===== config.mk =====
export PLATFORM = sky130hd
export DESIGN_NAME = pipeline_stall_controller_flat
export DESIGN_NICKNAME = d
export VERILOG_FILES = /design/src/rtl/pipeline_stall_controller_pkg.sv /design/src/rtl/pipeline_stall_controller_if.sv /design/src/rtl/pipeline_stall_controller_sat_counter.sv /design/src/rtl/pipeline_stall_controller.sv /design/src/flat_wrapper.sv
export SDC_FILE = /design/constraint.sdc
export NUM_CORES = 1
export LEC_CHECK = 0
export BUFFER_PORTS_ARGS = -buffer_cell sky130_fd_sc_hd__buf_2
export CORE_AREA = 5 5 86 88
export CTS_CLUSTER_SIZE = 16
export DETAILED_ROUTE_END_ITERATION = 12
export DIE_AREA = 0 0 91 93
export PLACE_DENSITY = 0.58
export SLEW_MARGIN = 20
export SYNTH_ARGS = -nofsm -noshare
export SYNTH_HDL_FRONTEND = slang
export SYNTH_SLANG_ARGS = --single-unit
export TNS_END_PERCENT = 10

===== constraint.sdc =====
create_clock -name clk -period 2.15 [get_ports clk]
set_input_delay 0 -clock clk [delete_from_list [all_inputs] [get_ports clk]]
set_output_delay 0 -clock clk [all_outputs]
set_load 0.05 [all_outputs]

===== src/rtl/pipeline_stall_controller_pkg.sv =====
// Shared types and helpers for the pipeline stall/flush sequencer.
// Holds the FSM state encoding and the per-stage control word decode.
package pipeline_stall_controller_pkg;

    localparam int DEFAULT_TIMEOUT_CYCLES = 64;
    localparam int DEFAULT_CNT_W          = 16;

    typedef enum logic [0:0] {
        ST_RUN      = 1'b0,
        ST_MEM_WAIT = 1'b1
    } stall_state_e;

    typedef struct packed {
        logic pc_write;
        logic if_id_write;
        logic if_id_flush;
        logic id_ex_bubble;
        logic pipe_freeze;
        logic dmem_start;
    } stage_ctrl_t;

    localparam stage_ctrl_t CTRL_RESET = '{
        pc_write:     1'b0,
        if_id_write:  1'b0,
        if_id_flush:  1'b0,
        id_ex_bubble: 1'b0,
        pipe_freeze:  1'b1,
        dmem_start:   1'b0
    };

    // Freeze holds ID, so load_use/branch are ignored and re-evaluated once unfrozen.
    // A branch under load_use is not taken yet because its operands are stale.
    function automatic stage_ctrl_t decode_hazards(input logic freeze,
                                                   input logic load_use,
                                                   input logic branch_taken,
                                                   input logic dmem_start);
        stage_ctrl_t c;
        c = '0;
        c.pipe_freeze = freeze;
        c.dmem_start  = dmem_start;
        if (freeze) begin
            c.pc_write     = 1'b0;
            c.if_id_write  = 1'b0;
            c.id_ex_bubble = 1'b0;
            c.if_id_flush  = 1'b0;
        end else if (load_use) begin
            c.pc_write     = 1'b0;
            c.if_id_write  = 1'b0;
            c.id_ex_bubble = 1'b1;
            c.if_id_flush  = 1'b0;
        end else if (branch_taken) begin
            c.pc_write     = 1'b1;
            c.if_id_write  = 1'b1;
            c.id_ex_bubble = 1'b0;
            c.if_id_flush  = 1'b1;
        end else begin
            c.pc_write     = 1'b1;
            c.if_id_write  = 1'b1;
            c.id_ex_bubble = 1'b0;
            c.if_id_flush  = 1'b0;
        end
        return c;
    endfunction

endpackage


===== src/rtl/pipeline_stall_controller_if.sv =====
// Hazard-request / stage-control bundle between hazard detection and the stall controller.
// master drives the hazard requests, slave (the controller) drives the stage controls.
interface pipeline_stall_controller_if #(
    parameter int CNT_W = 16
);
    logic             load_use;
    logic             branch_taken;
    logic             dmem_req;
    logic             dmem_ready;
    logic             pc_write;
    logic             IF_ID_write;
    logic             IF_ID_flush;
    logic             ID_EX_bubble;
    logic             pipe_freeze;
    logic             dmem_start;
    logic             mem_error;
    logic [CNT_W-1:0] stall_cycles;
    logic [CNT_W-1:0] flush_count;

    modport master (
        output load_use, branch_taken, dmem_req, dmem_ready,
        input  pc_write, IF_ID_write, IF_ID_flush, ID_EX_bubble, pipe_freeze,
               dmem_start, mem_error, stall_cycles, flush_count
    );

    modport slave (
        input  load_use, branch_taken, dmem_req, dmem_ready,
        output pc_write, IF_ID_write, IF_ID_flush, ID_EX_bubble, pipe_freeze,
               dmem_start, mem_error, stall_cycles, flush_count
    );
endinterface


===== src/rtl/pipeline_stall_controller_sat_counter.sv =====
// Saturating up-counter used for the stall and flush performance counters.
// Sticks at all-ones instead of wrapping.
module sat_counter #(
    parameter int CNT_W = 16
) (
    input  logic             clk,
    input  logic             rst_n,
    input  logic             inc,
    output logic [CNT_W-1:0] count
);

    // Count qualifying cycles, holding at the maximum value
    always_ff @(posedge clk) begin
        if (!rst_n) begin
            count <= '0;
        end else if (inc && (count != '1)) begin
            count <= count + CNT_W'(1);
        end else begin
            count <= count;
        end
    end

endmodule


===== src/rtl/pipeline_stall_controller.sv =====
// Central stall/flush sequencer: merges load-use, taken-branch and data-memory wait
// hazards into one control set, and owns the MEM-wait FSM, its timeout and perf counters.
module pipeline_stall_controller
    import pipeline_stall_controller_pkg::*;
#(
    parameter int TIMEOUT_CYCLES = DEFAULT_TIMEOUT_CYCLES,
    parameter int CNT_W          = DEFAULT_CNT_W
) (
    input  logic                         clk,
    input  logic                         rst_n,
    pipeline_stall_controller_if.slave   bus
);

    localparam int                 TIMER_W    = $clog2(TIMEOUT_CYCLES) + 1;
    localparam logic [TIMER_W-1:0] TIMER_LAST = TIMER_W'(TIMEOUT_CYCLES - 1);

    stall_state_e       state_r;
    logic [TIMER_W-1:0] timer_r;
    logic               mem_error_r;
    logic               freeze_s;
    logic               start_s;
    stage_ctrl_t        ctrl_s;

    // Memory-side freeze and start decode from FSM state and the current handshake
    always_comb begin
        freeze_s = 1'b0;
        start_s  = 1'b0;
        case (state_r)
            ST_RUN: begin
                start_s  = bus.dmem_req;
                freeze_s = bus.dmem_req & ~bus.dmem_ready;
            end
            ST_MEM_WAIT: begin
                start_s  = 1'b0;
                freeze_s = ~bus.dmem_ready;
            end
            default: begin
                start_s  = 1'b0;
                freeze_s = 1'b1;
            end
        endcase
    end

    // Whole pipeline stays frozen and quiet while reset is held
    always_comb begin
        ctrl_s = CTRL_RESET;
        if (!rst_n) begin
            ctrl_s = CTRL_RESET;
        end else begin
            ctrl_s = decode_hazards(freeze_s, bus.load_use, bus.branch_taken, start_s);
        end
    end

    assign bus.pc_write     = ctrl_s.pc_write;
    assign bus.IF_ID_write  = ctrl_s.if_id_write;
    assign bus.IF_ID_flush  = ctrl_s.if_id_flush;
    assign bus.ID_EX_bubble = ctrl_s.id_ex_bubble;
    assign bus.pipe_freeze  = ctrl_s.pipe_freeze;
    assign bus.dmem_start   = ctrl_s.dmem_start;
    assign bus.mem_error    = mem_error_r;

    // MEM-wait FSM with timeout; a timed-out access is dropped and flagged until reset
    always_ff @(posedge clk) begin
        if (!rst_n) begin
            state_r     <= ST_RUN;
            timer_r     <= '0;
            mem_error_r <= 1'b0;
        end else begin
            case (state_r)
                ST_RUN: begin
                    if (bus.dmem_req && !bus.dmem_ready) begin
                        state_r <= ST_MEM_WAIT;
                        timer_r <= '0;
                    end else begin
                        state_r <= ST_RUN;
                        timer_r <= timer_r;
                    end
                end
                ST_MEM_WAIT: begin
                    if (bus.dmem_ready) begin
                        state_r <= ST_RUN;
                        timer_r <= timer_r;
                    end else if (timer_r == TIMER_LAST) begin
                        state_r     <= ST_RUN;
                        timer_r     <= timer_r;
                        mem_error_r <= 1'b1;
                    end else begin
                        state_r <= ST_MEM_WAIT;
                        timer_r <= timer_r + TIMER_W'(1);
                    end
                end
                default: begin
                    state_r <= ST_RUN;
                    timer_r <= '0;
                end
            endcase
        end
    end

    sat_counter #(.CNT_W(CNT_W)) u_stall_cnt (
        .clk   (clk),
        .rst_n (rst_n),
        .inc   (~ctrl_s.pc_write),
        .count (bus.stall_cycles)
    );

    sat_counter #(.CNT_W(CNT_W)) u_flush_cnt (
        .clk   (clk),
        .rst_n (rst_n),
        .inc   (ctrl_s.if_id_flush),
        .count (bus.flush_count)
    );

endmodule

===== src/flat_wrapper.sv =====
// flat-port wrapper written by rule: the top's interface ports become plain ports
module pipeline_stall_controller_flat import pipeline_stall_controller_pkg::*;
#(
    parameter int TIMEOUT_CYCLES = DEFAULT_TIMEOUT_CYCLES,
    parameter int CNT_W          = DEFAULT_CNT_W
)
  (clk, rst_n, bus_load_use, bus_branch_taken, bus_dmem_req, bus_dmem_ready, bus_pc_write, bus_IF_ID_write, bus_IF_ID_flush, bus_ID_EX_bubble, bus_pipe_freeze, bus_dmem_start, bus_mem_error, bus_stall_cycles, bus_flush_count);
  pipeline_stall_controller_if #(.CNT_W(CNT_W)) bus_i ();
  input  logic clk;
  input  logic rst_n;
  input wire logic [$bits(bus_i.load_use)-1:0] bus_load_use;
  input wire logic [$bits(bus_i.branch_taken)-1:0] bus_branch_taken;
  input wire logic [$bits(bus_i.dmem_req)-1:0] bus_dmem_req;
  input wire logic [$bits(bus_i.dmem_ready)-1:0] bus_dmem_ready;
  output wire logic [$bits(bus_i.pc_write)-1:0] bus_pc_write;
  output wire logic [$bits(bus_i.IF_ID_write)-1:0] bus_IF_ID_write;
  output wire logic [$bits(bus_i.IF_ID_flush)-1:0] bus_IF_ID_flush;
  output wire logic [$bits(bus_i.ID_EX_bubble)-1:0] bus_ID_EX_bubble;
  output wire logic [$bits(bus_i.pipe_freeze)-1:0] bus_pipe_freeze;
  output wire logic [$bits(bus_i.dmem_start)-1:0] bus_dmem_start;
  output wire logic [$bits(bus_i.mem_error)-1:0] bus_mem_error;
  output wire logic [$bits(bus_i.stall_cycles)-1:0] bus_stall_cycles;
  output wire logic [$bits(bus_i.flush_count)-1:0] bus_flush_count;
  assign bus_i.load_use = bus_load_use;
  assign bus_i.branch_taken = bus_branch_taken;
  assign bus_i.dmem_req = bus_dmem_req;
  assign bus_i.dmem_ready = bus_dmem_ready;
  assign bus_pc_write = bus_i.pc_write;
  assign bus_IF_ID_write = bus_i.IF_ID_write;
  assign bus_IF_ID_flush = bus_i.IF_ID_flush;
  assign bus_ID_EX_bubble = bus_i.ID_EX_bubble;
  assign bus_pipe_freeze = bus_i.pipe_freeze;
  assign bus_dmem_start = bus_i.dmem_start;
  assign bus_mem_error = bus_i.mem_error;
  assign bus_stall_cycles = bus_i.stall_cycles;
  assign bus_flush_count = bus_i.flush_count;
  pipeline_stall_controller #(.TIMEOUT_CYCLES(TIMEOUT_CYCLES), .CNT_W(CNT_W)) u_core (.clk(clk), .rst_n(rst_n), .bus(bus_i));
endmodule

After elaboration in Yosys (flattened, before gate mapping). Index checks and enable logic that the tools add are counted.

Bits in registers: 41. Input bits: 6. Output and inout bits: 39. Logic and storage cells: 38.

Add/sub/neg operators: 3. Equality and inequality tests: 6. Muxes and demuxes: 14. Bitwise gates (word level): 4. Reduce and logical (&&, ||, !) cells: 6.

Operator list (number): adder 16 x 1 -> 16 bit, second input constant (2); inequality test 16 bit, second input constant (2); 2-to-1 mux 7 bit (3); case mux 7 bit (2 select lines) (1); 2-to-1 mux 4 bit (2); adder 7 x 1 -> 7 bit, second input constant (1); == test 7 x 6 -> 1 bit, second input constant (1); 2-to-1 mux 6 bit (1); case mux 1 bit (2 select lines) (3); AND reduction 3 bit (2); inequality test 2 bit, second input constant (2); logical AND 1 bit (3); 2-to-1 mux 1 bit (3); inverter 1 bit (3); 2-to-1 mux 2 bit (1); inequality test 2 x 1 -> 1 bit, second input constant (1); bitwise AND 1 bit (1); zero test 1 bit (1).

Logic depth before layout (Yosys ltp). Gate-level depths: netlist of run 1.

Word-level depth: 7. Gate-level depth with buffers: 6. Mapped depth without buffers: 5.

Cells and area by module. Synthesis of run 1 repeated with hierarchy kept, for this count alone.

Cells, all modules: 260. Area total of the unflattened synthesis: 2243.4 µm².

Modules (own cells, without submodules): sat_counter (times used 2, cells each 97, area an instance 837.1 µm², seq. area each 320.3 µm²); pipeline_stall_controller (times used 1, cells each 66, area an instance 569.3 µm², seq. area each 180.2 µm²).

Worst setup path after synthesis of run 1. No wires, ideal clock.

Kind: register to register. Start: register u_core.u_stall_cnt.count[0]. End: register u_core.u_stall_cnt.count[13]. Setup time: 0.130 ns. Arrival: 1.871 ns. Data required time: 2.020 ns. Slack: 0.149 ns. Cell stages (with the launch flop): 7. Path buffers: 1. Clock period less this slack: 2.001 ns. Cell sequence: dfxtp_1 -> ha_1 -> nand4_1 -> nor4_4 -> buf_4 -> nor4b_1 -> mux2i_1.

Cells in the longest elaborated chain, start to end: 2. Elaborated cells between the ends (all ways): 3. Those cells by class: add/sub: 1; eq/ne: 1; reduce/logical: 1.

RTL lines: start, declared (RTL line pipeline_stall_controller_sat_counter.sv:9) `output logic [CNT_W-1:0] count`; start signal, assigned (RTL line pipeline_stall_controller_sat_counter.sv:17) `count <= count + CNT_W'(1);`; start signal, assigned (RTL line pipeline_stall_controller_sat_counter.sv:19) `count <= count;`; branches (longest 2 deep; another with adder 16 x 1 -> 16 bit).

Parallel ways; which one is timed is not known. A chain may end at the register's enable or synchronous reset.

Worst setup path in the final report of run 1.
Start: register u_core.u_stall_cnt.count[0]. End: register u_core.u_stall_cnt.count[3].

The elaborated chain is that of the path after synthesis.

==> results of run 1 <==
[critical path, delay by kind of cell (launching register included)]
| kind | cells | cell delay [ns] |
|---|---|---|
| and+or+nand+nor | 3 | 0.73 |
| DFF | 1 | 0.46 |
| adders and majority gates | 1 | 0.29 |
| buffers and inverters | 1 | 0.23 |
| AOI/OAI and AO/OA | 1 | 0.06 |
[layout make-up]
type / count / area [sq um]
Multi-Input combinational cell: 203 / 1340
Sequential cell: 41 / 821
Tap cell: 80 / 100
Timing Repair Buffer: 51 / 275
Clock buffer: 8 / 80.1
Fill cell: 677 / 3930
Inverter: 6 / 22.5
[worst max path at each step]
stage / startpoint / endpoint / slack (ns) / cells after the start
floorplan: u_core.u_stall_cnt.count[0]$_SDFFE_PN0P_ / u_core.u_stall_cnt.count[13]$_SDFFE_PN0P_ / 0.15 / 6
global placement: u_core.u_stall_cnt.count[0]$_SDFFE_PN0P_ / u_core.u_stall_cnt.count[5]$_SDFFE_PN0P_ / 0.29 / 6
detailed placement: u_core.u_stall_cnt.count[0]$_SDFFE_PN0P_ / u_core.u_stall_cnt.count[5]$_SDFFE_PN0P_ / 0.28 / 6
CTS: u_core.state_r$_SDFF_PN0_ / bus_IF_ID_write / 0.10 / 3
global route: u_core.u_stall_cnt.count[0]$_SDFFE_PN0P_ / u_core.u_stall_cnt.count[5]$_SDFFE_PN0P_ / 0.11 / 6
finish: u_core.u_stall_cnt.count[0]$_SDFFE_PN0P_ / u_core.u_stall_cnt.count[3]$_SDFFE_PN0P_ / 0.27 / 6
[power groups by stage]
stage	clock network (mW)	logic [mW]	registers, mW
global placement	0	0.136	0.799
CTS	0.513	0.139	0.781
finish	0.491	0.139	0.781
detailed placement	0	0.137	0.799
floorplan	0	0.0832	0.818
global route	0.549	0.151	0.784
[synth_stat cells (all sizes together)]
library cell / instances / area, sq um
o211ai: 2 / 15.0
o21ai: 11 / 55.1
nand4b: 1 / 8.76
or4: 15 / 113
o21ba: 1 / 10.0
nor4: 7 / 71.3
clkbuf: 5 / 18.8
and3b: 1 / 10.0
nand2b: 4 / 32.5
a41oi: 1 / 8.76
nand4: 13 / 106
o21bai: 2 / 26.3
or2: 2 / 12.5
o2111ai: 1 / 15.0
or2b: 3 / 22.5
nor4b: 1 / 8.76
or3: 7 / 43.8
nor2b: 1 / 6.26
nor2: 5 / 18.8
and3: 7 / 45.1
nand2: 28 / 108
buf: 5 / 36.3
o221a: 1 / 11.3
and4: 2 / 20.0
a21oi: 28 / 140
ha: 3 / 37.5
inv: 6 / 22.5
o311ai: 2 / 17.5
nand3: 15 / 80.1
o41ai: 2 / 17.5
nor3: 9 / 45.0
dfxtp: 41 / 821
o22ai: 2 / 12.5
o21a: 1 / 7.51
o31ai: 15 / 118
or3b: 2 / 17.5
mux2i: 7 / 70.1
o311a: 1 / 10.0
[timing repair]
| action | CTS | global route |
|---|---|---|
| buffers inserted | 0 | 0 |
| setup endpoints to repair | 0 | 2 |
| hold buffers | 1 | 0 |
| resized for setup | 0 | 1 |
| endpoints found under the hold margin | 1 | 0 |
[layer usage]
metal  vias up  wire (microns)  track usage [%]
met5         -               0                0
met4         0              67             4.03
met3         8             232             2.98
met2        47            2560             21.3
met1      1023            2890             18.6
li1       1109               -                -
[logic make-up after synthesis]
group	Yosys count	synth area share (%)
flops	41	36.6
buf+inv	16	3.46
compound gates	70	20.7
mux	7	3.13
fa+ha+maj	3	1.68
simple gates	123	34.4
[through the flow]
step	setup WS (ns)	cells	util, %	hold WS, ns
6_report	0.270	389	40.2	0.0567
3_3_place_gp	0.292	380	38.8	0.315
4_1_cts	0.103	389	40.2	0.0431
2_1_floorplan	0.149	260	-	0.165
3_5_place_dp	0.284	380	38.8	0.315
5_1_grt	0.105	389	40.2	0.0651
[flip-flops by register name, indices dropped and copies added (netlist names)]
name / count
u_core.bus.mem_error: 1
u_core.state_r: 1
u_core.timer_r: 7
u_core.u_flush_cnt.count: 16
u_core.u_stall_cnt.count: 16
==> flow_summary.ini, run 1 <==
[pwr]
peakVddDrop_uv = 258
power_leakage_nw = 1.01
p_sw_share_pct = 26.5
clock_power_share_pct = 34.8
p_sw_mw = 0.374
combPwrFrac_pct = 9.8
internal-power_mw = 1.04
power_per_cell_area_nw_per_um2 = 534
p_seq_share_pct = 55.4
total_power_mw = 1.41

[global_route]
grt_usage_pct = 13.6
grt_pass1_wl_mm = 9.56
antenna_found_initial = 0
grt_max_degree = 22
grt_pass1_vias = 1996
grt_overflow = 0

[job]
maxCapViolCount = 0

[critical_path]
worst-r2r-cell-count = 6
r2r_start = u_core.u_stall_cnt.count[0]$_SDFFE_PN0P_
rrSetupSlack_ns = 0.27
crit_path_cell_trace = ha_1 -> nand4_1 -> nor4_4 -> buf_4 -> or4_1 -> a21oi_1
critical_path.max_fanout = 8
critPathCaptureType = register
regToRegEndpoint = u_core.u_stall_cnt.count[3]$_SDFFE_PN0P_
cp-start-kind = register
cp_slowest_cell = dfxtp_1
arrival_ns = 2.06
required_ns = 2.33
critPathMaxStageDelay_ns = 0.46
critPathKind = register to register

[cts]
htree_levels = 2
cts_tree = done
clkTransAtPathRegs_ns = 0.08
root_buffer = clkbuf_8
cts_buffers = 5
cts.sinks = 41
cts_max_path_buffers = 2
clk_latency_ns = 0.29

[placement]
dpl_cell_area_sq_um = 2550
gp_congestion = 0.775
place_hpwl_mm = 4.11
port_buffers = 44

[sta]
hold_viol = 0
rsz0062_at_grt = no
slew_viol_final = 0
fin_crit_sh_pct = 87.4
min_period_ns = 1.88
setup_viol_count_final = 0
skew_ns = 0.00843
clock.fmax_mhz = 532
tightest_slew_ns = 0.569
slew_headroom_pct = 61.8
fin_setup_tns_ns = 0

[floorplanning]
rows = 30
coreArea_sq_um = 6570
die-area_sq_um = 8460
initial_utilization_pct = 34.1
io_pins = 45
die_y_microns = 93
die_w_microns = 91

[final_layout]
final_cell_area_sq_um = 2640
drive_gt1_share_pct = 25.2
syn_to_final_growth_pct = 18.0
mostFrequentLayoutCell = buf_2
final_cell_mix = 44 x buf_2, 41 x dfxtp_1, 28 x a21oi_1
antenna-diode-count = 0
nNetsFinal = 317

[worst_hold_path]
min_from = rst_n
hp-class = input port to register
hold_depth = 2
min_to = u_core.u_flush_cnt.count[10]$_SDFFE_PN0P_

[routing]
viasPerCell = 5.62
dr.first_iter.drc_count = 108
drc = 0
wl_per_cell_microns = 14.8
num_vias = 2187
wirelength_mm = 5.75
firstDrtPassIters = 4
ant_nets = 0

[yosys]
synth_cells = 260
synth_cell_type_count = 52
synth_area_sq_um = 2240
synth_warnings = 0
syn_nets = 269
seq_area_frac_synth_pct = 36.6
ys_seq_elements = 41
synth.avg_cell_area_sq_um = 8.61

[run_status]
outcome = finished clean
No activity file was read; power rests on OpenSTA's default activity.
==> run 2: changes to the inputs <==
--- a/config.mk
+++ b/config.mk
@@ -11,6 +11,7 @@
 export DETAILED_ROUTE_END_ITERATION = 12
 export DIE_AREA = 0 0 91 93
 export PLACE_DENSITY = 0.58
+export SETUP_SLACK_MARGIN = 0.4
 export SLEW_MARGIN = 20
 export SYNTH_ARGS = -nofsm -noshare
 export SYNTH_HDL_FRONTEND = slang
==> constraint.sdc (replaced) <==
create_clock -name clk -period 2.15 [get_ports clk]
set_input_delay 0.3225 -clock clk [delete_from_list [all_inputs] [get_ports clk]]
set_output_delay 0.3225 -clock clk [all_outputs]
set_load 0.05 [all_outputs]
==> run 2 against run 1 <==
  * Wire length is 1.2% higher
  * Largest cell class unchanged
  * Utilization up 1.4 points
  * First-iteration DRC count decreased by 39%
  * Sequential power barely moved
  * Critical path type unchanged
  * Die area stayed put
  * Sequential share of layout area down 0.38 points
==> flow_summary.ini, run 2 (same netlist as run 1, synthesis figures left out) <==
[pwr]
combPwrFrac_pct = 10.2
p_sw_share_pct = 25.7
internal-power_mw = 1.08
power_per_cell_area_nw_per_um2 = 530
power_leakage_nw = 1.04
peakVddDrop_uv = 205
p_seq_share_pct = 54.0
clock_power_share_pct = 35.8
p_sw_mw = 0.372

[placement]
port_buffers = 44
place_hpwl_mm = 4.20
gp_congestion = 0.776
dp.cells = 384

[final_layout]
instances_no_fill = 393
drive_gt1_share_pct = 30.7
fillCellCount = 666
syn_to_final_growth_pct = 22.0
top_regs = u_core.u_flush_cnt.count x16, u_core.u_stall_cnt.count x16, u_core.timer_r x7
final_cell_mix = 41 x buf_2, 31 x dfxtp_1, 28 x a21oi_1
nNetsFinal = 321
mostFrequentLayoutCell = buf_2
antenna-diode-count = 0

[routing]
wirelength_mm = 5.82
firstDrtPassIters = 4
dr.first_iter.drc_count = 66
drc = 0
viasPerCell = 5.67
num_vias = 2228
ant_nets = 0
wl_per_cell_microns = 14.8

[sta]
tightest_slew_ns = 0.537
slew_headroom_pct = 63.9
hold_viol = 0
setup_viol_count_final = 0
skew_ns = 0.00835
slew_viol_final = 0
rsz0062_at_grt = yes
fin_setup_tns_ns = 0
min_period_ns = 1.75
clock.fmax_mhz = 571
fin_crit_sh_pct = 81.5

[floorplanning]
rows = 30
io_pins = 45
initial_utilization_pct = 34.1
die_y_microns = 93
die_w_microns = 91
coreArea_sq_um = 6570
die-area_sq_um = 8460

[critical_path]
cp_top_family = simple AND/OR/NAND/NOR gates
required_ns = 2.37
arrival_ns = 1.97
crit_path_cell_trace = ha_1 -> nand3_1 -> o311ai_1 -> buf_4 -> or3b_2 -> a21oi_1
critical_path.max_fanout = 6
critPathKind = register to register
crit_buf_inv = 1
cp-start-kind = register
critPathCaptureType = register
cp_slowest_cell = or3b_2
critPathMaxStageDelay_ns = 0.45

[global_route]
grt_pass1_wl_mm = 9.89
grt_pass1_vias = 2044
grt_usage_pct = 14.0
grt_overflow = 0
antenna_found_initial = 0
grt_max_degree = 24

[cts]
cts.sinks = 41
ctsHoldBuffers = 0
clkTransAtPathRegs_ns = 0.08
clk_latency_ns = 0.29
htree_levels = 2
cts_buffers = 5
root_buffer = clkbuf_8
cts_max_path_buffers = 2
cts_tree = done

[worst_hold_path]
hp-class = input port to register

[job]
maxCapViolCount = 0

[run_status]
outcome = finished clean
run 2: routing by layer:
metal,vias to the layer above,share of wire [%],global-route usage (%)
met5,-,0,0
li1,1119,-,-
met3,2,4.4,3.46
met4,0,0.50,3.79
met1,1060,48,18.7
met2,47,47,22.4
run 2: worst paths after layout:
kind / to / start / cells after the start / slack [ns]
min reg2reg: u_core.timer_r[1]$_SDFFE_PN0P_ / u_core.timer_r[1]$_SDFFE_PN0P_ / 2 / 0.47
max reg2reg: u_core.timer_r[2]$_SDFFE_PN0P_ / u_core.timer_r[0]$_SDFFE_PN0P_ / 6 / 0.40
min: u_core.timer_r[6]$_SDFFE_PN0P_ / bus_dmem_ready / 3 / 0.34
max: u_core.timer_r[2]$_SDFFE_PN0P_ / u_core.timer_r[0]$_SDFFE_PN0P_ / 6 / 0.40
run 2: cell type report:
class,instances,area (sq um),share of cell area [%]
Timing Repair Buffer,55,318,11.6
Sequential cell,41,838,30.7
Inverter,6,22.5,0.824
Tap cell,80,100,3.66
Clock buffer,8,90.1,3.30
Multi-Input combinational cell,203,1360,49.9
run 2: through the flow:
| step | cell area, sq um | worst slack [ns] | total power [mW] | util [%] | hold slack (ns) |
|---|---|---|---|---|---|
| 2_1_floorplan | 2260 | 0.260 | 0.902 | - | 0.449 |
| 3_3_place_gp | 2600 | 0.415 | 0.940 | 39.6 | 0.457 |
| 3_5_place_dp | 2600 | 0.354 | 0.941 | 39.6 | 0.465 |
| 4_1_cts | 2720 | 0.393 | 1.48 | 41.3 | 0.316 |
| 5_1_grt | 2730 | 0.296 | 1.52 | 41.6 | 0.351 |
| 6_report | 2730 | 0.398 | 1.45 | 41.6 | 0.338 |
run 2: power by group through the flow:
stage	clock network [mW]	registers, mW	logic [mW]
finish	0.518	0.781	0.148
global route	0.580	0.783	0.161
CTS	0.551	0.781	0.148
detailed placement	0	0.799	0.142
global placement	0	0.799	0.141
floorplan	0	0.819	0.0839
run 2: timing repair:
action | in CTS | in global routing
buffers inserted | 1 | 0
endpoints found under the setup margin | 3 | 28
pin swaps | 1 | 0
gates resized for setup | 5 | 3
run 2: tightest hold or removal path, stage by stage:
cell and delay, ns:
buf_2 0.11, inv_1 0.09, a21oi_1 0.06
